**src/rtl/imm_gen_fifo.sv**
```systemverilog
// imm_gen_fifo: RV immediate decoder feeding an elastic valid/ready FIFO.
// Each accepted word is decoded (format, immediate, illegal flag) at push time
// and queued with its sideband tag; the head entry is presented on out_*.
// Optional build macro IMM_GEN_ILLEGAL_CNT_EN adds a saturating 16-bit count
// of pushed illegal words on port illegal_cnt.
module imm_gen_fifo #(
    parameter int unsigned XLEN  = 32,
    parameter int unsigned DEPTH = 4,
    parameter int unsigned TAG_W = 8
) (
    input  logic                     clk,
    input  logic                     rst_n,
    input  logic                     in_valid,
    output logic                     in_ready,
    input  logic [31:0]              in_instr,
    input  logic [TAG_W-1:0]         in_tag,
    output logic                     out_valid,
    input  logic                     out_ready,
    output logic [XLEN-1:0]          out_imm,
    output logic [2:0]               out_fmt,
    output logic                     out_illegal,
    output logic [TAG_W-1:0]         out_tag,
`ifdef IMM_GEN_ILLEGAL_CNT_EN
    output logic [15:0]              illegal_cnt,
`endif
    output logic [$clog2(DEPTH):0]   count
);

    localparam int unsigned PTR_W = $clog2(DEPTH);
    localparam int unsigned CNT_W = PTR_W + 1;

    localparam logic [2:0] FMT_R   = 3'd0;
    localparam logic [2:0] FMT_I   = 3'd1;
    localparam logic [2:0] FMT_S   = 3'd2;
    localparam logic [2:0] FMT_B   = 3'd3;
    localparam logic [2:0] FMT_U   = 3'd4;
    localparam logic [2:0] FMT_J   = 3'd5;
    localparam logic [2:0] FMT_ILL = 3'd7;

    // storage and pointers
    logic [XLEN-1:0]  imm_mem_q [DEPTH];
    logic [XLEN-1:0]  imm_mem_d [DEPTH];
    logic [2:0]       fmt_mem_q [DEPTH];
    logic [2:0]       fmt_mem_d [DEPTH];
    logic             ill_mem_q [DEPTH];
    logic             ill_mem_d [DEPTH];
    logic [TAG_W-1:0] tag_mem_q [DEPTH];
    logic [TAG_W-1:0] tag_mem_d [DEPTH];

    logic [PTR_W-1:0] wr_ptr_q, wr_ptr_d;
    logic [PTR_W-1:0] rd_ptr_q, rd_ptr_d;
    logic [CNT_W-1:0] count_q, count_d;

    logic             push;
    logic             pop;

    logic [31:0]      dec_imm32;
    logic [XLEN-1:0]  dec_imm;
    logic [2:0]       dec_fmt;
    logic             dec_ill;

`ifdef IMM_GEN_ILLEGAL_CNT_EN
    logic [15:0]      illegal_cnt_q, illegal_cnt_d;
`endif

    // Opcode decode and 32-bit immediate assembly, then sign-extend to XLEN
    always_comb begin
        dec_imm32 = 32'd0;
        dec_fmt   = FMT_ILL;
        dec_ill   = 1'b1;
        case (in_instr[6:0])
            7'b0010011, 7'b0000011, 7'b1100111: begin
                dec_fmt   = FMT_I;
                dec_ill   = 1'b0;
                dec_imm32 = {{20{in_instr[31]}}, in_instr[31:20]};
            end
            7'b0100011: begin
                dec_fmt   = FMT_S;
                dec_ill   = 1'b0;
                dec_imm32 = {{20{in_instr[31]}}, in_instr[31:25], in_instr[11:7]};
            end
            7'b1100011: begin
                dec_fmt   = FMT_B;
                dec_ill   = 1'b0;
                dec_imm32 = {{19{in_instr[31]}}, in_instr[31], in_instr[7],
                             in_instr[30:25], in_instr[11:8], 1'b0};
            end
            7'b0110111, 7'b0010111: begin
                dec_fmt   = FMT_U;
                dec_ill   = 1'b0;
                dec_imm32 = {in_instr[31:12], 12'd0};
            end
            7'b1101111: begin
                dec_fmt   = FMT_J;
                dec_ill   = 1'b0;
                dec_imm32 = {{11{in_instr[31]}}, in_instr[31], in_instr[19:12],
                             in_instr[20], in_instr[30:21], 1'b0};
            end
            7'b0110011: begin
                dec_fmt   = FMT_R;
                dec_ill   = 1'b0;
                dec_imm32 = 32'd0;
            end
            default: begin
                dec_fmt   = FMT_ILL;
                dec_ill   = 1'b1;
                dec_imm32 = 32'd0;
            end
        endcase
        dec_imm = XLEN'($signed(dec_imm32));
    end

    // Handshake flags; a full FIFO refuses even when a pop happens the same cycle
    always_comb begin
        in_ready  = (count_q != CNT_W'(DEPTH));
        out_valid = (count_q != CNT_W'(0));
        push      = in_valid & in_ready;
        pop       = out_valid & out_ready;
    end

    // Next-state for pointers, occupancy and entry write
    always_comb begin
        imm_mem_d = imm_mem_q;
        fmt_mem_d = fmt_mem_q;
        ill_mem_d = ill_mem_q;
        tag_mem_d = tag_mem_q;
        wr_ptr_d  = wr_ptr_q + PTR_W'(push);
        rd_ptr_d  = rd_ptr_q + PTR_W'(pop);
        count_d   = count_q + CNT_W'(push) - CNT_W'(pop);
        if (push) begin
            imm_mem_d[wr_ptr_q] = dec_imm;
            fmt_mem_d[wr_ptr_q] = dec_fmt;
            ill_mem_d[wr_ptr_q] = dec_ill;
            tag_mem_d[wr_ptr_q] = in_tag;
        end
    end

    // State registers; reset empties the queue immediately
    always_ff @(posedge clk or negedge rst_n) begin
        if (!rst_n) begin
            wr_ptr_q <= '0;
            rd_ptr_q <= '0;
            count_q  <= '0;
            for (int i = 0; i < int'(DEPTH); i++) begin
                imm_mem_q[i] <= '0;
                fmt_mem_q[i] <= '0;
                ill_mem_q[i] <= 1'b0;
                tag_mem_q[i] <= '0;
            end
        end else begin
            wr_ptr_q  <= wr_ptr_d;
            rd_ptr_q  <= rd_ptr_d;
            count_q   <= count_d;
            imm_mem_q <= imm_mem_d;
            fmt_mem_q <= fmt_mem_d;
            ill_mem_q <= ill_mem_d;
            tag_mem_q <= tag_mem_d;
        end
    end

    // Head entry presentation; data reads zero while empty
    always_comb begin
        count       = count_q;
        out_imm     = '0;
        out_fmt     = 3'd0;
        out_illegal = 1'b0;
        out_tag     = '0;
        if (out_valid) begin
            out_imm     = imm_mem_q[rd_ptr_q];
            out_fmt     = fmt_mem_q[rd_ptr_q];
            out_illegal = ill_mem_q[rd_ptr_q];
            out_tag     = tag_mem_q[rd_ptr_q];
        end
    end

`ifdef IMM_GEN_ILLEGAL_CNT_EN
    // Saturating count of accepted illegal words
    always_comb begin
        illegal_cnt_d = illegal_cnt_q;
        if (push && dec_ill && (illegal_cnt_q != 16'hFFFF)) begin
            illegal_cnt_d = illegal_cnt_q + 16'd1;
        end
    end

    // Illegal counter register
    always_ff @(posedge clk or negedge rst_n) begin
        if (!rst_n) begin
            illegal_cnt_q <= 16'd0;
        end else begin
            illegal_cnt_q <= illegal_cnt_d;
        end
    end

    // Counter output
    always_comb begin
        illegal_cnt = illegal_cnt_q;
    end
`endif

endmodule

```
**config.mk**
```make
export PLATFORM = sky130hd
export DESIGN_NAME = imm_gen_fifo
export DESIGN_NICKNAME = d
export VERILOG_FILES = /design/src/rtl/imm_gen_fifo.sv
export SDC_FILE = /design/constraint.sdc
export NUM_CORES = 1
export LEC_CHECK = 0
export CAP_MARGIN = 40
export CORE_ASPECT_RATIO = 1.5
export CORE_MARGIN = 2
export CORE_UTILIZATION = 55
export CTS_CLUSTER_DIAMETER = 100
export DETAILED_ROUTE_END_ITERATION = 7
export GPL_TIMING_DRIVEN = 0
export PLACE_DENSITY = 0.81
export RECOVER_POWER = 25
export SETUP_SLACK_MARGIN = 0.15
export SYNTH_ARGS = -nofsm -noshare
export SYNTH_HDL_FRONTEND = slang
export SYNTH_SLANG_ARGS = --single-unit
export TNS_END_PERCENT = 5
```
**constraint.sdc**
```tcl
create_clock -name clk -period 2.4 [get_ports clk]
set_input_delay 0.24 -clock clk [delete_from_list [all_inputs] [get_ports clk]]
set_output_delay 0.24 -clock clk [all_outputs]
set_load 0.1 [all_outputs]
```
Yosys cells after proc, flatten, opt, wreduce, memory -nomap -nowiden
Cells that the tools add are included.

word-level totals
  register bits = 183
  latch bits = 0
  RAM bits = 0
  memory bits (read-only) = 0
  input port bits = 44
  output and inout port bits = 49
  memories kept = 0

operators by class
  add/subtract/negate cells = 4
  multiply operators = 0
  divide/modulo/power cells = 0
  $lt $le $gt $ge = 3
  eq/ne operators = 10
  shift-type cells = 0
  mux-type cells = 31
  bitwise operators = 4
  reductions and logical operators = 5

operator list
  operator              count
  $pmux W32 S5          1
  $bwmux W128           1
  $mux W32              4
  $bmux W32 S2          1
  $demux W32 S2         1
  $bwmux W32            1
  $mux W8               4
  $eq A7 B6 Y1 const B  3
  $eq A7 B7 Y1 const B  3
  $pmux W3 S6           1
  $bmux W8 S2           1
  $demux W8 S2          1
  $eq A7 B5 Y1 const B  2
  $bwmux W12            1
  $mux W3               4
  $reduce_or A9 Y1      1
  $eq A7 B2 Y1 const B  1
  $bmux W3 S2           1
  $demux W3 S2          1
  $ge A3 B3 Y1 const B  2
  $not A2 Y3            2
  $mux W1               5
  $add A2 B1 Y2         2
  $bwmux W4             1
  11 further kinds      12

Depth between registers and ports, before layout
  depth after elaboration = 6
  depth in mapped cells = 9

Least setup slack after synthesis
OpenSTA, ideal clock, no wires.

  path type = flip-flop to output port
  from = reg count_q[1] (netlist: count[1])
  to = out out_imm[22]
  arrival time = 3.072 ns
  required time = 2.160 ns
  setup slack = -0.912 ns
  stages on the path, launching flop included = 4
  cell sequence = dfrtp_1 > or3_1 > clkbuf_1 > and2_1

between the ends
  word-level cells in the longest chain between the ends = 2

ends and longest elaborated chain
  item                    line  RTL
  start, declared         52    logic [CNT_W-1:0] count_q, count_d;
  start signal, assigned  153   count_q <= count_d;
  $reduce_bool A3 Y1      116   out_valid = (count_q != CNT_W'(0));
  named net out_valid     17    output logic out_valid,
  $mux W32                168   if (out_valid) begin
  end, declared           19    output logic [XLEN-1:0] out_imm,

The timed path passes the listed nets, and every way through them passes these cells.

Worst setup path in the final report
  from = reg count_q[1] (netlist: count[1])
  to = out out_imm[31]

between the ends
  word-level cells in the longest chain between the ends = 2

ends and longest elaborated chain
  item                line
  $reduce_bool A3 Y1  116
  $mux W32            168

Every way passes these cells.

==> results by group <==
Outcome
  • Outcome: finished with violations
  • Failing checks: setup timing

Floorplan
  • Chip width: 106 µm
  • # IOs: 93
  • Area of the die: ~0.016 mm²
  • Rows: 55
  • Chip height: 156 µm
  • CORE AREA: between 0.015 and 0.02 mm²
  • Initial Util: 56.2%

Global route
  • GRT Util Overall: between 30% and 40%
  • First-pass GRT wire length: 39200 µm
  • Largest net degree at the start of global routing: 100
  • Antenna violations before repair: 1
  • Gr ovfl total: 0
  • Vias in the first global route: 7277

CTS
  • Root Buffer: clkbuf_16
  • TritonCTS sink count: 183
  • Clk Latency, worst-skew pair: about 430 ps
  • CTS Buf Count: 17
  • Htree depth: 4
  • Max clock buf depth: 2
  • Clk slew on worst S/H paths: approximately 60 ps
  • CTS tree: done

Routing
  • DRC violation total after the first TritonRoute iteration: 525
  • Final wirelength: 24700 µm
  • Post-route ant nets: 0
  • Routed vias/inst: between 6 and 7
  • Residual DRC count: 0
  • DRT Pass-1 Iters: 5
  • Via count: between 6000 and 7000
  • Wire length per cell: 22.5 µm

Setup path
  • CP Launch Type: register
  • Crit-path cells: or3_4 -> clkbuf_16 -> buf_4 -> and2_1 -> clkdlybuf4s50_1 -> buf_8
  • Slowest stage cell, crit path: dfrtp_4
  • R2r setup slk: approximately 30 ps
  • Worst Path Arrival: ~2400 ps
  • CP peak stage delay: 480 ps
  • CP Class: register to output port
  • Critical-path maximum fanout: 6
  • Critical Path RT: 2160 ps
  • Crit. End Element: output port

Synth
  • Mean post-synth cell area: 11.4 µm²
  • Yosys top cell by area: dfrtp_1
  • Synth top area cells: dfrtp_1 54%, mux4_2 12%, nand2_1 6.7%
  • EDFF count, synth: 0
  • Synth cell types: 45
  • Mapped Nets: 792
  • Top_reg_cell synth: dfrtp_1
  • Sequential area share after synthesis: about 54%
  • Post-synthesis register bit count: about 180
  • Async SR Flop Fraction: 100%
  • Syn Inst Count: around 750
  • Synth warnings: 0
  • Share of the synthesized area in the top cell type: about 54%
  • Mapped Area: 0.00850 mm²

Final layout
  • Synth-to-layout area growth: 33.2%
  • Layout Cells excl Fill: 1100
  • Net count, final: 934
  • Fill count: 904
  • Fin util: 74.8%
  • Share of layout cells above drive strength 1: a little under a third

Timing
  • Final count of hold timing violations: 0
  • Min Tclk post-route: ~2600 ps
  • Hold slack: 290 ps
  • Final cycle utilization of the critical path: 109%
  • Tightest Pin Transition: 1350 ps
  • Rel. slew slack: under 10%
  • RSZ-0062 raised after global routing: yes
  • Worst clock skew: 6.10 ps
  • Worst Slack Setup Final: -223 ps
  • Slew Limit Fails: 0
  • Final setup violation count: 2
  • F_max: roughly 380 MHz

Pwr
  • Static leakage: 4.99 nW
  • PwrDens: 1680 mW/mm²
  • Max IR drop VDD: 2.29 mV

Hold path
  • Worst hold path type: input port to register

Flow run
  • Max Cap Viol: 0

Placement
  • Placed cells: 1082
  • I/O Buffers: 88
  • GPL Wtd Cong: 0.858
  • DP Wirelength: 16000 µm
-- metrics by stage --
stage	setup TNS [ps]	total power, W	setup WS [ps]	instance area (µm²)
final	-443	0.0190	-223	11300
after global routing	-1390	0.0197	-266	11300
after CTS	-4260	0.0184	-299	11100
after detailed placement	-20290	0.0153	-560	10400
after global placement	-1200150	0.0134	-7620	9650
after floorplan	-130	0.0114	-69.0	8520
-- final timing paths --
| path | depth (start not counted) | end | from |
|---|---|---|---|
| worst max-delay path | 6 | out_imm[31] | count[1]$_DFF_PN0_ |
| worst min-delay path | 3 | fmt_mem_q[8]$_DFFE_PN0P_ | in_instr[3] |
| worst max register to register | 10 | count[2]$_DFF_PN0_ | count[1]$_DFF_PN0_ |
| worst min register to register | 2 | imm_mem_q[36]$_DFFE_PN0P_ | imm_mem_q[36]$_DFFE_PN0P_ |
| max in group asynchronous | 3 | count[1]$_DFF_PN0_ | rst_n |
| min in group asynchronous | 2 | tag_mem_q[2]$_DFFE_PN0P_ | rst_n |
-- layout by cell type (no fill, tap or decap), types with 3 or more instances in the layout --
master           count
nor2b_1              3
dfrtp_1            180
a221o_1             32
clkbuf_1            12
nand4b_1             4
clkbuf_2             7
nand3_1              5
and2_1               4
a32oi_1              4
xnor2_1              3
nor2_1              42
buf_6               15
buf_4               15
clkdlybuf4s50_1     44
and2_4              36
clkbuf_4             3
mux2_2              20
a2bb2oi_1           12
nor2_4               4
mux4_2              44
a21oi_1             40
clkinvlp_4           4
and2_2               4
buf_12              49
buf_8                8
clkbuf_16           18
o21ai_0             58
buf_2               19
inv_1                4
nor3b_2              4
nand2_1            151
clkbuf_8             7
-- power by group --
group | leakage (nW) | total, W | internal (W) | switching (W)
Clock | 0.263 | 0.00271 | 0.00149 | 0.00122
Combinational | 2.39 | 0.0115 | 0.00483 | 0.00670
Sequential | 2.34 | 0.00475 | 0.00413 | 0.000627
Total | 4.99 | 0.0190 | 0.0104 | 0.00855
-- area by class of cell --
type	instances	area, µm²	share of cell area, %
buffer	55	425	3.76
timing repair buffer	123	1700	15.0
multi-input combinational	502	3780	33.4
tap	199	249	2.20
inverter	5	21.3	0.188
clock buffer	22	464	4.10
clock inverter	10	96.3	0.851
sequential	183	4590	40.5
antenna	1	2.50	0.0221
-- synth_stat cells (all sizes together) (2+ instances only) --
cell type / number
o21ai: 58
dfrtp: 183
nand4b: 4
nor3: 4
mux4: 44
buf: 30
ha: 2
nor3b: 7
nand2: 152
nor2: 46
xor2: 2
a32oi: 4
and2: 44
a221o: 32
nor2b: 3
or3: 2
mux2: 20
o2bb2ai: 2
a2bb2oi: 13
mux2i: 2
nand3: 5
xnor2: 4
clkbuf: 25
a21oi: 40
inv: 5
-- kinds of logic (layout without fill, tap and decap cells) --
logic type      after synthesis  after routing  share of synthesized area, %
compound gates              155            155                          12.1
xor+xnor                      6              6                         0.618
fa+ha+maj                     3              3                         0.530
buf+inv                      60            215                          3.16
flops                       183            183                          53.9
mux                          66             66                          14.5
other cells                   0              1                             0
simple gates                272            272                          15.1
-- routing by layer --
layer	track usage (%)	share of wire, %	vias to the layer above	wire [µm]
met4	17.1	4.7	0	1170
met1	38.5	37	3538	9100
li1	-	-	2928	-
met5	0	0	-	0
met3	6.83	7.8	104	1920
met2	51.0	51	383	12500
-- repair_timing --
item / in CTS / in global routing
gates resized for setup: 89 / 76
pin swaps: 2 / 33
endpoints found under the hold margin: 98 / 0
setup buffers: 9 / 17
setup endpoints to repair: 60 / 91
hold buffers: 1 / 0
-- flip-flops by register name, summed over array words and instances (netlist names) --
name       cells
rd_ptr_q       2
count          3
imm_mem_q    128
wr_ptr_q       2
ill_mem_q      4
fmt_mem_q     12
tag_mem_q     32
-- worst max-delay path, delay by kind of cell, from the launching register on --
family	cells	cell delay, ps
buffers and inverters	4	940
and+or+nand+nor	2	520
DFF	1	480
No activity file was read; power rests on OpenSTA's default activity.
